==> config.mk <==
export PLATFORM = sky130hd
export DESIGN_NAME = ddr_cmd_encoder
export DESIGN_NICKNAME = d
export VERILOG_FILES = /design/src/rtl/ddr_pkg.sv /design/src/rtl/ddr_cmd_encoder_timing_mon.sv /design/src/rtl/ddr_cmd_encoder.sv
export SDC_FILE = /design/constraint.sdc
export NUM_CORES = 1
export LEC_CHECK = 0
export BUFFER_PORTS_ARGS = -buffer_cell sky130_fd_sc_hd__buf_2
export CAP_MARGIN = 20
export CORE_ASPECT_RATIO = 1.1
export CORE_MARGIN = 8
export CORE_UTILIZATION = 50
export DETAILED_ROUTE_END_ITERATION = 7
export GPL_ROUTABILITY_DRIVEN = 0
export PLACE_DENSITY_LB_ADDON = 0.1
export SLEW_MARGIN = 10
export SYNTH_ARGS = -nofsm -noshare
export SYNTH_HDL_FRONTEND = slang
export SYNTH_SLANG_ARGS = --single-unit
==> constraint.sdc <==
create_clock -name CK_t -period 2.9 [get_ports CK_t]
set_input_delay 0.29 -clock CK_t [delete_from_list [all_inputs] [get_ports CK_t]]
set_output_delay 0.29 -clock CK_t [all_outputs]
set_load 0.01 [all_outputs]
==> src/rtl/ddr_pkg.sv <==
// ---------------------------------------------------------------------------
// ddr_pkg
// Shared types and constants for the DDR4 init command encoder.
//   cmd_t          : command selected for the current cycle
//   ddr_cmd_bus_t  : registered command/address pin bundle
//   MR_W           : mode_reg width ({BG0,BA1,BA0} select + A17..A0)
//   TMRD_DEF/TMOD_DEF/TZQ_DEF : default protocol timings in CK_t cycles
//   encode_cmd()   : maps a command plus MR select/address onto the pins
// ---------------------------------------------------------------------------
package ddr_pkg;

  localparam int MR_W     = 21;
  localparam int TMRD_DEF = 8;
  localparam int TMOD_DEF = 24;
  localparam int TZQ_DEF  = 1024;

  typedef enum logic [1:0] {
    CMD_DES,
    CMD_NOP,
    CMD_MRS,
    CMD_ZQCL
  } cmd_t;

  typedef struct packed {
    logic        cs_n;
    logic        act_n;
    logic        ras_n;
    logic        cas_n;
    logic        we_n;
    logic [1:0]  bg;
    logic [1:0]  ba;
    logic [13:0] a;
  } ddr_cmd_bus_t;

  localparam ddr_cmd_bus_t BUS_RESET = '{
    cs_n: 1'b1, act_n: 1'b1, ras_n: 1'b1, cas_n: 1'b1, we_n: 1'b1,
    bg: 2'b00, ba: 2'b00, a: 14'h0000
  };

  // Deselect cycles only need CS_n high; every other pin is parked at 0.
  function automatic ddr_cmd_bus_t encode_cmd(input cmd_t        cmd,
                                              input logic [2:0]  sel,
                                              input logic [13:0] addr);
    ddr_cmd_bus_t bus;
    bus      = '0;
    bus.cs_n = 1'b1;
    case (cmd)
      CMD_MRS: begin
        bus.cs_n  = 1'b0;
        bus.act_n = 1'b1;
        bus.bg    = {1'b0, sel[2]};
        bus.ba    = sel[1:0];
        bus.a     = addr;
      end
      CMD_ZQCL: begin
        bus.cs_n  = 1'b0;
        bus.act_n = 1'b1;
        bus.ras_n = 1'b1;
        bus.cas_n = 1'b1;
        bus.a     = 14'h0400;  // A10 high selects ZQ long calibration
      end
      default: ;
    endcase
    return bus;
  endfunction

endpackage

==> src/rtl/ddr_cmd_encoder_timing_mon.sv <==
// ---------------------------------------------------------------------------
// ddr_timing_mon
// Protocol timing monitor for the init sequence: a saturating gap counter
// since the last MRS/ZQCL, the bring-up FSM and the sticky timing errors.
//   clk_i, rst_i   : clock, synchronous active-high reset
//   cmd_i          : command selected this cycle (after strobe priority)
//   ini_done_i     : init sequencer reports completion
//   done_o         : FSM has reached S_DONE
//   timing_err_o   : sticky {tzq_err, tmod_err, tmrd_err}
// ---------------------------------------------------------------------------
module ddr_timing_mon
  import ddr_pkg::*;
#(
  parameter int TMRD = TMRD_DEF,
  parameter int TMOD = TMOD_DEF,
  parameter int TZQ  = TZQ_DEF
) (
  input  logic       clk_i,
  input  logic       rst_i,
  input  cmd_t       cmd_i,
  input  logic       ini_done_i,
  output logic       done_o,
  output logic [2:0] timing_err_o
);

  localparam int GW = $clog2(TZQ + 1);
  localparam logic [GW-1:0] TMRD_LIM = GW'(TMRD - 1);
  localparam logic [GW-1:0] TMOD_LIM = GW'(TMOD - 1);
  localparam logic [GW-1:0] TZQ_LIM  = GW'(TZQ - 1);

  typedef enum logic [1:0] {S_PRE, S_MRS, S_ZQ, S_DONE} state_t;

  state_t        state_q;
  logic [GW-1:0] gap_q;
  logic          done_q;
  logic          tmrd_err_q;
  logic          tmod_err_q;
  logic          tzq_err_q;

  logic is_mrs;
  logic is_zq;
  logic is_cmd;

  assign is_mrs = (cmd_i == CMD_MRS);
  assign is_zq  = (cmd_i == CMD_ZQCL);
  assign is_cmd = is_mrs | is_zq;

  // gap_q counts cycles since the last MRS/ZQCL edge (0 on the cycle right
  // after it), so a gap of N cycles between commands reads as N-1 here.
  always_ff @(posedge clk_i) begin
    if (rst_i) begin
      state_q    <= S_PRE;
      gap_q      <= '0;
      done_q     <= 1'b0;
      tmrd_err_q <= 1'b0;
      tmod_err_q <= 1'b0;
      tzq_err_q  <= 1'b0;
    end else begin
      if (is_cmd)
        gap_q <= '0;
      else if (gap_q != '1)
        gap_q <= gap_q + GW'(1);

      case (state_q)
        S_PRE: begin
          // Finishing before any MRS means the MR/ZQ flow was skipped.
          if (ini_done_i) begin
            state_q    <= S_DONE;
            done_q     <= 1'b1;
            tmod_err_q <= 1'b1;
          end else if (is_mrs) begin
            state_q <= S_MRS;
          end
        end
        S_MRS: begin
          if (is_mrs && (gap_q < TMRD_LIM))
            tmrd_err_q <= 1'b1;
          if (is_zq && (gap_q < TMOD_LIM))
            tmod_err_q <= 1'b1;
          if (ini_done_i) begin
            state_q    <= S_DONE;
            done_q     <= 1'b1;
            tmod_err_q <= 1'b1;
          end else if (is_zq) begin
            state_q <= S_ZQ;
          end
        end
        S_ZQ: begin
          if (is_cmd && (gap_q < TZQ_LIM))
            tzq_err_q <= 1'b1;
          if (ini_done_i) begin
            state_q <= S_DONE;
            done_q  <= 1'b1;
          end
        end
        default: ;  // S_DONE holds until reset
      endcase
    end
  end

  assign done_o       = done_q;
  assign timing_err_o = {tzq_err_q, tmod_err_q, tmrd_err_q};

endmodule

==> src/rtl/ddr_cmd_encoder.sv <==
// ---------------------------------------------------------------------------
// ddr_cmd_encoder
// Turns the init sequencer's one-hot strobes into the registered DDR4
// command/address bus, shadows MR0..MR6, decodes the timing fields and
// reports whether bring-up completed legally.
//   CK_t, reset                  : clock, synchronous active-high reset
//   des_rdy/mrs_rdy/zqcl_rdy     : command strobes (priority mrs>zqcl>des)
//   mode_reg[MR_W-1:0]           : {BG0,BA1,BA0} MR select + A17..A0
//   ini_done                     : init sequencer finished
//   CS_n,ACT_n,RAS_n_A16,CAS_n_A15,WE_n_A14,BG,BA,A : command bus
//   mr_loaded                    : bit i set once MRi has been written
//   cl_code,bl_code,al_code,cwl_code,wr_pre,rd_pre : decoded MR fields
//   timing_err                   : sticky {tzq_err, tmod_err, tmrd_err}
//   proto_err                    : sticky, more than one strobe in a cycle
//   init_ok                      : bring-up complete and legal
// ---------------------------------------------------------------------------
module ddr_cmd_encoder #(
  parameter int MR_W = ddr_pkg::MR_W,
  parameter int TMRD = ddr_pkg::TMRD_DEF,
  parameter int TMOD = ddr_pkg::TMOD_DEF,
  parameter int TZQ  = ddr_pkg::TZQ_DEF
) (
  input  logic            CK_t,
  input  logic            reset,
  input  logic            des_rdy,
  input  logic            mrs_rdy,
  input  logic            zqcl_rdy,
  input  logic [MR_W-1:0] mode_reg,
  input  logic            ini_done,
  output logic            CS_n,
  output logic            ACT_n,
  output logic            RAS_n_A16,
  output logic            CAS_n_A15,
  output logic            WE_n_A14,
  output logic [1:0]      BG,
  output logic [1:0]      BA,
  output logic [13:0]     A,
  output logic [6:0]      mr_loaded,
  output logic [3:0]      cl_code,
  output logic [1:0]      bl_code,
  output logic [1:0]      al_code,
  output logic [2:0]      cwl_code,
  output logic            wr_pre,
  output logic            rd_pre,
  output logic [2:0]      timing_err,
  output logic            proto_err,
  output logic            init_ok
);

  import ddr_pkg::*;

  localparam int SEL_LSB = MR_W - 3;

  cmd_t         cmd_d;
  logic         proto_d;
  logic [2:0]   mr_sel;
  ddr_cmd_bus_t bus_q;
  logic [17:0]  mr_q [7];
  logic [6:0]   mr_loaded_q;
  logic         proto_err_q;
  logic         mon_done;
  logic [2:0]   mon_err;
  logic         shadow_unused;

  assign mr_sel = mode_reg[MR_W-1:SEL_LSB];

  // Only the highest-priority strobe is encoded; DES and idle cycles both
  // deselect the device.
  always_comb begin
    cmd_d = CMD_NOP;
    if (mrs_rdy)
      cmd_d = CMD_MRS;
    else if (zqcl_rdy)
      cmd_d = CMD_ZQCL;
    else if (des_rdy)
      cmd_d = CMD_DES;
  end

  assign proto_d = (mrs_rdy & zqcl_rdy) | (mrs_rdy & des_rdy) | (zqcl_rdy & des_rdy);

  always_ff @(posedge CK_t) begin
    if (reset) begin
      bus_q       <= BUS_RESET;
      mr_loaded_q <= '0;
      proto_err_q <= 1'b0;
      for (int i = 0; i < 7; i++)
        mr_q[i] <= '0;
    end else begin
      bus_q <= encode_cmd(cmd_d, mr_sel, mode_reg[13:0]);
      if (proto_d)
        proto_err_q <= 1'b1;
      // MR7 (RFU) still goes out on the bus but has no shadow.
      if (cmd_d == CMD_MRS) begin
        for (int i = 0; i < 7; i++) begin
          if (mr_sel == 3'(i)) begin
            mr_q[i]        <= mode_reg[17:0];
            mr_loaded_q[i] <= 1'b1;
          end
        end
      end
    end
  end

  ddr_timing_mon #(
    .TMRD (TMRD),
    .TMOD (TMOD),
    .TZQ  (TZQ)
  ) u_mon (
    .clk_i        (CK_t),
    .rst_i        (reset),
    .cmd_i        (cmd_d),
    .ini_done_i   (ini_done),
    .done_o       (mon_done),
    .timing_err_o (mon_err)
  );

  assign CS_n      = bus_q.cs_n;
  assign ACT_n     = bus_q.act_n;
  assign RAS_n_A16 = bus_q.ras_n;
  assign CAS_n_A15 = bus_q.cas_n;
  assign WE_n_A14  = bus_q.we_n;
  assign BG        = bus_q.bg;
  assign BA        = bus_q.ba;
  assign A         = bus_q.a;

  assign mr_loaded = mr_loaded_q;
  assign cl_code   = {mr_q[0][6:4], mr_q[0][2]};
  assign bl_code   = mr_q[0][1:0];
  assign al_code   = mr_q[1][4:3];
  assign cwl_code  = mr_q[2][5:3];
  assign wr_pre    = mr_q[4][12];
  assign rd_pre    = mr_q[4][11];

  // Full shadows are kept for future field decodes; fold the rest here.
  assign shadow_unused = ^{mr_q[0], mr_q[1], mr_q[2], mr_q[3], mr_q[4], mr_q[5], mr_q[6]};

  assign timing_err = mon_err;
  assign proto_err  = proto_err_q;
  assign init_ok    = mon_done && (mr_loaded_q == 7'h7F) && (mon_err == 3'b000) && !proto_err_q;

endmodule

# [Word level (Yosys, flattened, before mapping)]
# Memories as Yosys holds them, arrays and structs flattened.
# Cells that the tools add are included.
[totals] input_bits=27 n_memories=1 wordCells=142 register_bits=48 ramBits=126 out_inout_bits=48
[memory_table] name="mr_q" words=7 width=18 read_ports=4 rd_ports_with_merged_regs=0 wr=7 line="ddr_cmd_encoder.sv:58" rtl="logic [17:0] mr_q [7];"
[classes] bitwise=14 add_sub_neg=1 n_lt_le_gt_ge=3 n_reduce_logical=28 n_eq_ne=17 n_mux=55
[op_table] op="two-way mux 18 bit" count=7
[op_table] op="two-way mux 1 bit" count=34
[op_table] op="case mux 14 bit (2 select lines)" count=1
[op_table] op="AND reduction 2 bit" count=10
[op_table] op="two-way mux 19 bit" count=1
[op_table] op="two-way mux 2 bit" count=9
[op_table] op="adder 11 x 1 -> 11 bit, second input constant" count=1
[op_table] op="< comparator 11 x 10 -> 1 bit, second input constant" count=1
[op_table] op="< comparator 11 x 3 -> 1 bit, second input constant" count=1
[op_table] op="< comparator 11 x 5 -> 1 bit, second input constant" count=1
[op_table] op="inequality test 11 bit, second input constant" count=1
[op_table] op="OR 1 bit" count=10
[op_table] op="equality test 3 bit, second input constant" count=3
[op_table] op="inequality test 3 x 2 -> 1 bit, second input constant" count=3
[op_table] op="equality test 7 bit, second input constant" count=1
[op_table] op="equality test 2 bit, second input constant" count=3
[op_table] op="equality test 3 x 2 -> 1 bit, second input constant" count=2
[op_table] op="logical AND 1 bit" count=6
[op_table] op="zero test 3 bit" count=2
[op_table] op="case mux 2 bit (3 select lines)" count=1
[op_table] op="OR reduction 2 bit" count=3
[op_table] op="inequality test 2 bit, second input constant" count=2
[op_table] op="AND reduction 4 bit" count=1
[op_table] op="bitwise AND 1 bit" count=3
[op_table] op="other kinds (11)" count=11

# [Logic depth before layout (Yosys ltp)]
# Gate-level depths: netlist of the first run.
[depth] depth_word=8 ltp_mapped=5 depth_no_buf=5

# [Modules after synthesis]
# From an unflattened synthesis of the first run, not the netlist that was laid out.
[hier_totals] cells_unflattened=228 area_unflattened_um2=2424.8
[modules_own_cells] mod="ddr_cmd_encoder" n_inst=1 area_each_um2=1530.2 seq_area_each_um2=970.9 cells_per_inst=126
[modules_own_cells] mod="ddr_timing_mon" n_inst=1 area_each_um2=894.6 seq_area_each_um2=340.3 cells_per_inst=102

# [Worst setup path before layout of the first run]
# OpenSTA, ideal clock, no wires.
[synth_path] kind="register to register" from="reg u_mon.gap_q[0]" to="reg u_mon.gap_q[1]" n_path_buf=0 path_slack_ps=1470 arrival_ps=1314 setup_time_ps=116 stages_incl_launch_ff=6 path_cell_list="dfxtp_1 ha_1 nand3_1 nor4_4 mux2i_1 nor2_1"
[synth_between] elab_chain_cells=1 word_cells_on_any_way=2
[synth_rtl] item="start, declared" line="ddr_cmd_encoder_timing_mon.sv:34" rtl="logic [GW-1:0] gap_q;"
[synth_rtl] item="start signal, assigned" line="ddr_cmd_encoder_timing_mon.sv:62" rtl="gap_q <= gap_q + GW'(1);"
[synth_rtl] item="adder 11 x 1 -> 11 bit or inequality test 11 bit (tied branches)" line="ddr_cmd_encoder_timing_mon.sv:62, ddr_cmd_encoder_timing_mon.sv:61"
# Parallel ways exist; a longest one is shown, timed or not.
# A chain may end at the register's enable or synchronous reset.

# [Worst setup path after layout of the first run]
# Same ends and word-level chain as after synthesis.

==> flow_summary.toml, run 1 <==
[run_status]
status = "finished clean"

[logic_synthesis]
postSynthCellCount = 221
yosys-top-cells-area = "dfxtp_1 (40%), edfxtp_1 (17%), and3_1 (5.8%)"
ys_types = 42
synth_ff_type = "dfxtp_1"
synth_seq_area_share_pct = 57.5
synth.avg_cell_area_sq_um = 10.3
synth_warnings = 0
synth_area_sq_um = 2280
synth_top_area_cell = "dfxtp_1"
synth-seq-cells = 59
synth_edf_count = 13
synth_top_area_share_pct = 40.4
syn_nets = 253
synthArstFlopShare_pct = 0

[placed_design]
io_buffers = 69
hpwl_mm = 3.75
place_inst = 333

[timing]
worst_pin_slew_ns = 0.566
grt_setup_unrepaired = "false"
fmax_mhz = 600
fin_tns_setup_ns = 0
post-route-period-util_pct = 57.4
final_max_slew_viol_count = 0
setup_viol = 0
finClkSkew_ns = 0.00550
hold_slack_ns = 0.200
finalHoldViolCount = 0
relSlewSlack_pct = 62.2
min_period_ns = 1.67

[cts]
clockBufferDepth = 2
cts.repair.resized = 0
post_cts_buffers = 0
root_buffer = "clkbuf_8"
cts_made_buffers = 9
cts_tree = "done"
worstSkewPairLatency_ns = 0.33
hold_buffers = 0
h-tree-depth = 3
clock_sinks = 59
clk_pin_slew_ns = 0.06

[final_layout]
final_cells = 349
multi_input_area_sq_um = 870
n_fill_cell = 378
syn_to_final_growth_pct = 25.1
fin_nets = 322
seq_area_sq_um = 1310
drive_above_1_share_pct = 30.8
fin_util_pct = 65.6
num_antenna_cells = 0

[pwr]
power_leakage_nw = 1.37
p_per_area_nw_per_um2 = 704
worst_ir_drop_vdd_uv = 498

[detailed_routing]
vias = 1814
drt_iter0_markers = 101
wire_per_inst_microns = 14.9
drtPass1Iterations = 4
remaining_drc_errors = 0
wirelength_mm = 5.20
drtAntennaViolNets = 0
via_per_inst = 5.20

[job]
cap_violations = 0

[setup_path]
crit_fanout = 7
path_class = "reg2reg"
start_kind = "register"
endpoint_kind = "register"
arrival_ns = 1.88
critical_path_required_ns = 3.12

[global_routing]
grt_overflow = 0
antenna_found_initial = 0
grt_pass1_wl_mm = 8.07
grt_max_degree = 28
grt_use_total_pct = 15.0
grt_pass1_vias = 1679

[floorplanning]
core-area_sq_um = 4350
start_util_pct = 52.4
row_count = 25
fp.dieW_microns = 80.4
die_height_microns = 86.8
die-area_sq_um = 6980
num_io_pins = 75

[min_path]
hold_path_class = "in2reg"
## layout make-up
type,count,area share (%)
inverters,9,1.18
repair buffers,70,12.4
clock buffers,10,4.83
clock inverters,6,2.76
flip-flops and latches,59,46.0
well taps,54,2.37
multi-input cells,141,30.5
## power by group
group          internal (W)  leakage, nW  switching [W]  total, W
clock network      0.000499        0.113       0.000305  0.000804
registers          0.000897        0.503      0.0000367  0.000934
logic              0.000120        0.750       0.000149  0.000269
total               0.00152         1.37       0.000491   0.00201
## layer usage
metal  GRT usage (%)  part of all wire, %
met5               0                    0
met4            8.94                  1.4
met3            4.97                  7.3
met2            23.6                   49
met1            17.0                   43
## critical path, cell delays in order (launching register included)
cell     delay, ns
dfxtp_1       0.39
ha_1          0.21
nand3_1       0.25
nor4_4        0.43
mux2i_1       0.23
nor2_1        0.05
## Yosys cell counts (all sizes together), types with 3 or more instances
cell,n
mux2i,3
dfxtp,46
nand2,13
a31oi,7
nand3,5
edfxtp,13
nor2,25
a21o,3
ha,5
o21a,3
buf,6
clkbuf,6
o21ai,4
and3,21
and2,11
nor3,9
nand4,4
inv,9
a21oi,6
## sequential cells by signal (all words and copies together) (netlist names), 2 cells and up
signal	count
mr_loaded	7
mr_q	13
BA	2
u_mon.gap_q	11
A	14
u_mon.state_q	2
## per-stage QoR
| step | setup WS, ns | area, sq um | total power [W] |
|---|---|---|---|
| floorplan | 1.47 | 2280 | 0.00114 |
| global placement | 1.03 | 2640 | 0.00122 |
| detailed placement | 1.05 | 2640 | 0.00122 |
| CTS | 1.25 | 2850 | 0.00203 |
| global route | 1.10 | 2850 | 0.00210 |
| finish | 1.23 | 2850 | 0.00201 |
## layout by cell type, fill, tap and decap left out, drive strengths merged, types with 2 or more instances in the layout
cell	count
buf	70
dfxtp	46
nor2	25
and3	21
nand2	13
edfxtp	13
and2	11
clkbuf	10
inv	9
nor3	9
a31oi	7
a21oi	6
ha	5
nand3	5
nand4	4
o21ai	4
clkinv	4
a21o	3
o21a	3
mux2i	3
nor2b	2
nand2b	2
xor2	2
bufinv	2
## worst paths after layout
path                     to            from  cells after the start  slack (ns)
min reg2reg    mr_loaded[4]    mr_loaded[4]                      1        0.48
min                   A[10]    mode_reg[10]                      3        0.20
max reg2reg  u_mon.gap_q[1]  u_mon.gap_q[0]                      5        1.23
max          u_mon.gap_q[1]  u_mon.gap_q[0]                      5        1.23
## logic make-up (layout without fill, tap and decap cells)
kind of cell               Yosys count  after routing  share of synthesized area [%]
xor gates and xnor gates             2              2                          0.769
muxes                                3              3                           1.32
buffers and inverters               21             95                           4.34
AOI/OAI and AO/OA                   31             31                           9.17
other                                1              1                          0.164
adders and majority gates            5              5                           2.74
DFF                                 59             59                           57.5
and+or+nand+nor                     99             99                           24.0
No activity file was read; power rests on OpenSTA's default activity.
==> inputs of run 2 (changes only) <==
- CORE_UTILIZATION: 50 -> 45
- clock period: 2.9 -> 1.42 ns (I/O delays scaled with it)
==> flow_summary.toml, run 2 (synthesis gave the netlist of run 1 again) <==
[detailed_routing]
remaining_drc_errors = 0
vias = 1858
drtAntennaViolNets = 0
drt_iter0_markers = 99
via_per_inst = 4.94
drtPass1Iterations = 4
wirelength_mm = 5.33
wire_per_inst_microns = 14.2

[timing]
finalHoldViolCount = 0
fmax_mhz = 737
setup_viol = 0
post-route-period-util_pct = 95.5
final_max_slew_viol_count = 0
hold_slack_ns = 0.0445
grt_setup_unrepaired = "true"
finClkSkew_ns = 0.00620
min_period_ns = 1.36
layout_setup_ws_ns = 0.0633

[final_layout]
fin_util_pct = 63.0
syn_to_final_growth_pct = 36.2
final_common_cell = "buf_2"
n_fill_cell = 440
num_antenna_cells = 0
drive_above_1_share_pct = 41.2
fin_nets = 346
largest_reg_flops = 14
layout_common_cells = "buf_2 (69), dfxtp_1 (35), nor2_1 (24), buf_4 (24), and3_1 (21)"
final_cells = 376

[setup_path]
regToRegStartpoint = "u_mon.state_q[0]"
regToRegEndpoint = "u_mon.tzq_err_q"
start_kind = "register"
endpoint_kind = "register"
r2r_cells = 5
crit_fanout = 4
arrival_ns = 1.63
critical_path_required_ns = 1.69
reg2reg_setup_slack_ns = 0.06
crit_start = "u_mon.state_q[0]"
path_class = "reg2reg"

[global_routing]
grt_max_degree = 12
grt_pass1_vias = 1805
grt_overflow = 0
grt_pass1_wl_mm = 8.69
grt_use_total_pct = 14.2
antenna_found_initial = 0

[cts]
cts_made_buffers = 9
root_buffer = "clkbuf_8"
clk_pin_slew_ns = 0.06
h-tree-depth = 3
clockBufferDepth = 2
worstSkewPairLatency_ns = 0.33
clock_sinks = 59
cts_tree = "done"

[floorplanning]
num_io_pins = 75
die-area_sq_um = 7600
start_util_pct = 46.2
core-area_sq_um = 4930
fp.dieW_microns = 83.9
row_count = 27
die_height_microns = 90.7

[pwr]
worst_ir_drop_vdd_uv = 789
power_leakage_nw = 1.47
p_per_area_nw_per_um2 = 1260
p_total_w = 0.00390

[placed_design]
place_inst = 358
dp_slack_ns = -0.0673
io_buffers = 69
hpwl_mm = 4.00

[run_status]
status = "finished clean"

[min_path]
min_path_cells = 2
hold_path_class = "in2reg"
holdPathEnd = "A[9]"
hp-start = "mode_reg[9]"

[job]
cap_violations = 0
## run 2: cell count changes in the layout (fill, tap and decap cells not counted), moves of 3 or more
cell      previous run  this run
dfxtp_2              0         6
clkinv_1             1         4
clkinv_2             3         0
dfxtp_1             46        35
buf_4                1        24
dfxtp_4              0         5
## run 2: metrics by stage
stage	instance area, sq um	setup TNS [ns]
global placement	2830	-0.0634
global route	3110	-0.142
CTS	3050	0
floorplan	2310	0
detailed placement	2830	-0.0828
finish	3110	0
## run 2: per-layer routing
layer / global-route usage, % / up-vias / wire, microns
li1: - / 960 / -
met1: 14.9 / 847 / 2200
met2: 23.8 / 45 / 2710
met3: 6.23 / 6 / 343
met4: 6.92 / 0 / 74
met5: 0 / - / 0
## run 2: area by class of cell
cell class	count	area, sq um	share of cell area [%]
Inverter	9	33.8	1.09
Tap cell	58	72.6	2.34
Clock inverter	5	45.0	1.45
Clock buffer	10	128	4.11
Timing Repair Buffer	94	536	17.2
Sequential cell	59	1340	43.1
Multi-Input combinational cell	141	953	30.7
## run 2: worst max path at each step
stage / end / slack, ns / depth (start not counted)
finish: u_mon.tzq_err_q / 0.06 / 5
detailed placement: u_mon.gap_q[5] / -0.07 / 4
floorplan: u_mon.gap_q[1] / 0.03 / 5
global placement: u_mon.gap_q[5] / -0.04 / 4
CTS: u_mon.state_q[0] / 0.004 / 5
global route: u_mon.gap_q[9] / -0.06 / 5
## run 2: worst max-delay path, cell delays in order (launching register included)
cell       delay [ns]
dfxtp_2          0.34
inv_1            0.08
ha_1             0.19
inv_1            0.09
a2111oi_1        0.45
o21a_1           0.15
## run 2: timing repair
item                                    CTS  global route
endpoints found under the hold margin     1             0
resized for setup                        10            17
hold buffers                              1             0
endpoints found under the setup margin    5            12
pin swaps                                 5             9
buffers inserted                          1             1
## run 2: power breakdown
| group | leakage, nW | switching, W | total [W] | internal, W |
|---|---|---|---|---|
| Clock | 0.0863 | 0.000593 | 0.00137 | 0.000777 |
| Sequential | 0.509 | 0.0000712 | 0.00190 | 0.00183 |
| Combinational | 0.874 | 0.000330 | 0.000630 | 0.000300 |
